==> config.mk <==
export PLATFORM = sky130hd
export DESIGN_NAME = switch_debounce
export DESIGN_NICKNAME = d
export VERILOG_FILES = /design/src/rtl/switch_debounce.sv
export SDC_FILE = /design/constraint.sdc
export NUM_CORES = 1
export LEC_CHECK = 0
export ABC_AREA = 1
export ABC_CLOCK_PERIOD_IN_PS = 3150
export CAP_MARGIN = 20
export CORE_UTILIZATION = 50
export DETAILED_ROUTE_END_ITERATION = 12
export DONT_BUFFER_PORTS = 1
export PLACE_DENSITY = 0.69
export SYNTH_ARGS = -nofsm -noshare
export SYNTH_HDL_FRONTEND = slang
export SYNTH_SLANG_ARGS = --single-unit
==> constraint.sdc <==
create_clock -name i_Clk -period 3.15 [get_ports i_Clk]
set_input_delay 0.945 -clock i_Clk [delete_from_list [all_inputs] [get_ports i_Clk]]
set_output_delay 0.945 -clock i_Clk [all_outputs]
set_load 0.01 [all_outputs]
==> src/rtl/switch_debounce.sv <==
// switch_debounce
//   Four independent push-button debouncers. Each channel synchronizes its raw
//   input through two flops, then accepts a new level only after it has differed
//   from the debounced value for DEBOUNCE_LIMIT consecutive counting clocks.
//   A glitch shorter than that is discarded with no partial credit.
//
//   Optional feature: define DEBOUNCE_TOGGLE_EN to add o_Toggle.
//
// Ports
//   i_Clk                    system clock, all state on rising edge
//   i_Reset                  synchronous active-high reset
//   i_Switch_1..i_Switch_4   raw asynchronous button levels, 1 = pressed
//   o_Switch_1..o_Switch_4   registered debounced levels
//   o_Press[3:0]             one-cycle pulse on debounced 0->1, bit n-1 = channel n
//   o_Release[3:0]           one-cycle pulse on debounced 1->0, bit n-1 = channel n
//   o_Toggle[3:0]            (DEBOUNCE_TOGGLE_EN only) inverts on each press pulse
module switch_debounce #(
    parameter int unsigned DEBOUNCE_LIMIT = 250000
) (
    input  logic       i_Clk,
    input  logic       i_Reset,
    input  logic       i_Switch_1,
    input  logic       i_Switch_2,
    input  logic       i_Switch_3,
    input  logic       i_Switch_4,
    output logic       o_Switch_1,
    output logic       o_Switch_2,
    output logic       o_Switch_3,
    output logic       o_Switch_4,
    output logic [3:0] o_Press,
    output logic [3:0] o_Release
`ifdef DEBOUNCE_TOGGLE_EN
    ,
    output logic [3:0] o_Toggle
`endif
);

    localparam int unsigned CNT_W = $clog2(DEBOUNCE_LIMIT);
    localparam logic [CNT_W-1:0] CNT_LAST = CNT_W'(DEBOUNCE_LIMIT - 1);

    typedef enum logic {STABLE, COUNTING} state_t;

    logic [3:0]       raw;
    logic [3:0]       sync1, sync2;
    logic [3:0]       deb, deb_next;
    logic [3:0]       press_next, release_next;
    logic [3:0]       load;
    state_t           state      [4];
    state_t           state_next [4];
    logic [CNT_W-1:0] cnt        [4];
    logic [CNT_W-1:0] cnt_next   [4];

    assign raw = {i_Switch_4, i_Switch_3, i_Switch_2, i_Switch_1};

    // State register: synchronizers, FSM state, counters and registered outputs.
    always_ff @(posedge i_Clk) begin
        if (i_Reset) begin
            sync1     <= '0;
            sync2     <= '0;
            deb       <= '0;
            o_Press   <= '0;
            o_Release <= '0;
            for (int unsigned i = 0; i < 4; i++) begin
                state[i] <= STABLE;
                cnt[i]   <= '0;
            end
        end else begin
            sync1     <= raw;
            sync2     <= sync1;
            deb       <= deb_next;
            o_Press   <= press_next;
            o_Release <= release_next;
            for (int unsigned i = 0; i < 4; i++) begin
                state[i] <= state_next[i];
                cnt[i]   <= cnt_next[i];
            end
        end
    end

    // Next-state logic. A mismatch first moves STABLE to COUNTING with the
    // counter still at 0; the load happens on the edge where the counter has
    // reached its last value, so the counter never wraps.
    always_comb begin
        load = '0;
        for (int unsigned i = 0; i < 4; i++) begin
            state_next[i] = state[i];
            cnt_next[i]   = cnt[i];
            case (state[i])
                STABLE: begin
                    cnt_next[i] = '0;
                    if (sync2[i] != deb[i]) state_next[i] = COUNTING;
                end
                COUNTING: begin
                    if (sync2[i] == deb[i]) begin
                        state_next[i] = STABLE;
                        cnt_next[i]   = '0;
                    end else if (cnt[i] == CNT_LAST) begin
                        load[i]       = 1'b1;
                        state_next[i] = STABLE;
                        cnt_next[i]   = '0;
                    end else begin
                        cnt_next[i] = cnt[i] + 1'b1;
                    end
                end
                default: begin
                    state_next[i] = STABLE;
                    cnt_next[i]   = '0;
                end
            endcase
        end
    end

    // Output logic: pulses are registered together with the debounced level,
    // so they are high exactly in the cycle the level has just changed.
    always_comb begin
        deb_next     = (deb & ~load) | (sync2 & load);
        press_next   = load & sync2;
        release_next = load & ~sync2;
    end

    assign o_Switch_1 = deb[0];
    assign o_Switch_2 = deb[1];
    assign o_Switch_3 = deb[2];
    assign o_Switch_4 = deb[3];

`ifdef DEBOUNCE_TOGGLE_EN
    logic [3:0] toggle;

    always_ff @(posedge i_Clk) begin
        if (i_Reset) toggle <= '0;
        else         toggle <= toggle ^ press_next;
    end

    assign o_Toggle = toggle;
`endif

endmodule

==> flow_metrics.env <==
export IMPL_status="finished clean"
export IMPL_ant_nets=0
export IMPL_grt_pass1_wl_um=15800
export IMPL_start_kind="register"
export IMPL_drv_cap=0
export IMPL_die_width_um=99.4
export IMPL_io_buffers=0
export IMPL_clkSinkCount=96
export IMPL_wl_um=8960
export IMPL_grt_pass1_vias=3687
export IMPL_power_density_nw_per_um2=421
export IMPL_row_count=35
export IMPL_mostFrequentLayoutCells="168 x nand2_1, 141 x nor2_1, 96 x dfxtp_1"
export IMPL_synth_area_per_cell_um2=6.91
export IMPL_synth_seq_area_share_pct=40.5
export IMPL_ff2ff_path_depth=10
export IMPL_numCtsBuffers=9
export IMPL_fin_crit_ps=1780
export IMPL_hold_viol_final=0
export IMPL_critPathKind="register to output pin"
export IMPL_via_per_inst=4.96
export IMPL_num_fill_cells=901
export IMPL_coreArea_um2=9200
export IMPL_gr_total_overflow=0
export IMPL_final_layout_size_suffix_gt1_share_pct=8.62
export IMPL_synth_seq_cells=96
export IMPL_firstDrtPassIters=5
export IMPL_use_met1_pct=25.2
export IMPL_track_usage_pct=19.7
export IMPL_ir_drop_v=0.000202
export IMPL_routedWlPerCell_um=11.1
export IMPL_die_area_um2=9870
export IMPL_die_h_um=99.4
export IMPL_slew_violations=0
export IMPL_place_hpwl_um=6640
export IMPL_reg2reg_slack_ps=1570
export IMPL_grtUsageMet3_pct=4.29
export IMPL_yosys_warnings=0
export IMPL_synth_edf_count=0
export IMPL_syn_inst=686
export IMPL_clk_pin_slew_ps=90
export IMPL_htreeDepth=3
export IMPL_use_met2_pct=32.8
export IMPL_skew_ps=8.57
export IMPL_worstPathMaxFanout=3
export IMPL_grt_max_degree=22
export IMPL_setup_viol=0
export IMPL_grt_setup_unrepaired="no"
export IMPL_crit_cells=0
export IMPL_reg2reg_from="cnt[1][0]"
export IMPL_hold_buffers=0
export IMPL_min_from="sync1[3]"
export IMPL_synth_flop_cell="dfxtp_1"
export IMPL_place_congestion=0.865
export IMPL_antenna_found_initial=0
export IMPL_area_growth_pct=6.20
export IMPL_relSlewSlack_pct=74.3
export IMPL_worst_r2r_endpoint="cnt[1][16]"
export IMPL_period_share_pct=56.4
export IMPL_hp_class="register to register"
export IMPL_async_flop_share_pct=0
export IMPL_leakage_nw=1.63
export IMPL_synth_nets=696
export IMPL_final_setup_worst_slack_ps=1370
export IMPL_syn_area_um2=4740
export IMPL_worst_pin_slew_ps=383
export IMPL_cts_resized=0
export IMPL_vias=4000
export IMPL_place_ws_ps=1470
export IMPL_clkLatencyLatePin_ps=360
export IMPL_ios=18
export IMPL_critical_path_arrival_ps=830
export IMPL_final_common_cell="nand2_1"
export IMPL_hold_end="sync2[3]"
export IMPL_timing_setup_tns_ps=0
export IMPL_drt_first_iter_violations=142
export IMPL_clock_path_buffers=2
export IMPL_cts_root_buf="clkbuf_8"
export IMPL_busiest_layer="met2"
export IMPL_worstPathRequired_ps=2200
export IMPL_drc=0
export IMPL_end_kind="output pin"
export IMPL_cts_setup_buffers=0
export IMPL_synthDistinctLibCells=30
export IMPL_max_freq_mhz=563
export IMPL_start_util_pct=51.5
export IMPL_diodes=0
export IMPL_cts_tree="done"
export IMPL_hold_depth=2
export IMPL_nNetsFinal=701
## where the power goes
| group | switching (mW) | leakage, nW | internal [mW] |
|---|---|---|---|
| sequential | 0.00371 | 0.775 | 1.22 |
| combinational | 0.0107 | 0.745 | 0.00505 |
| clock | 0.434 | 0.106 | 0.447 |
| total | 0.449 | 1.63 | 1.67 |
## registers in the layout (all words and copies together) (netlist names), named ones only
signal and flops:
o_Release 4, sync2 4, state 4, sync1 4, o_Press 4, cnt 72
## stage by stage
| step | util (%) | hold slack [ps] | instances | instance area, um^2 | power (mW) |
|---|---|---|---|---|---|
| 2_1_floorplan | - | 388 | 686 | 4740 | 1.27 |
| 3_3_place_gp | 52.4 | 389 | 791 | 4820 | 1.27 |
| 3_5_place_dp | 52.4 | 394 | 791 | 4820 | 1.27 |
| 4_1_cts | 54.7 | 408 | 807 | 5030 | 2.15 |
| 5_1_grt | 54.7 | 428 | 807 | 5030 | 2.20 |
| 6_report | 54.7 | 404 | 807 | 5030 | 2.12 |
## layer usage
metal  up-vias  share of wire (%)
li1       2132                  -
met1      1804                 49
met2        56                 46
met3         8                3.8
met4         0                1.2
met5         -                  0
## synthesized netlist by cell type, drive strengths merged (6+ instances only)
cell	n	share of area, %
xor2	18	3.3
a21oi	31	3.7
o21ai	13	1.4
xnor2	12	2.2
dfxtp	96	41
nor2	161	15
nand3	36	4.1
nand4	21	2.8
nor3	6	0.98
nand2	177	15
nand3b	6	0.95
inv	91	7.2
## worst max-delay path by stage
| stage | from | endpoint |
|---|---|---|
| final | register | o_Switch_1 |
| after global routing | register | o_Switch_1 |
| after CTS | register | o_Switch_1 |
| after detailed placement | i_Reset | cnt[1][11] |
| after global placement | i_Reset | cnt[1][11] |
| after floorplan | i_Reset | cnt[2][10] |
## cells by family after synthesis
group | synth area share (%)
simple gates | 39.0
compound gates | 5.28
xor+xnor | 5.54
flops | 40.5
buf+inv | 8.53
fa+ha+maj | 1.06
## layout make-up
| class | instances | area, um^2 | area share [%] |
|---|---|---|---|
| Clock buffer | 9 | 124 | 2.46 |
| Clock inverter | 7 | 93.8 | 1.86 |
| Inverter | 91 | 342 | 6.79 |
| Multi-Input combinational cell | 493 | 2410 | 47.9 |
| Sequential cell | 96 | 1920 | 38.2 |
| Tap cell | 111 | 139 | 2.76 |
No activity file was read; power rests on OpenSTA's default activity.
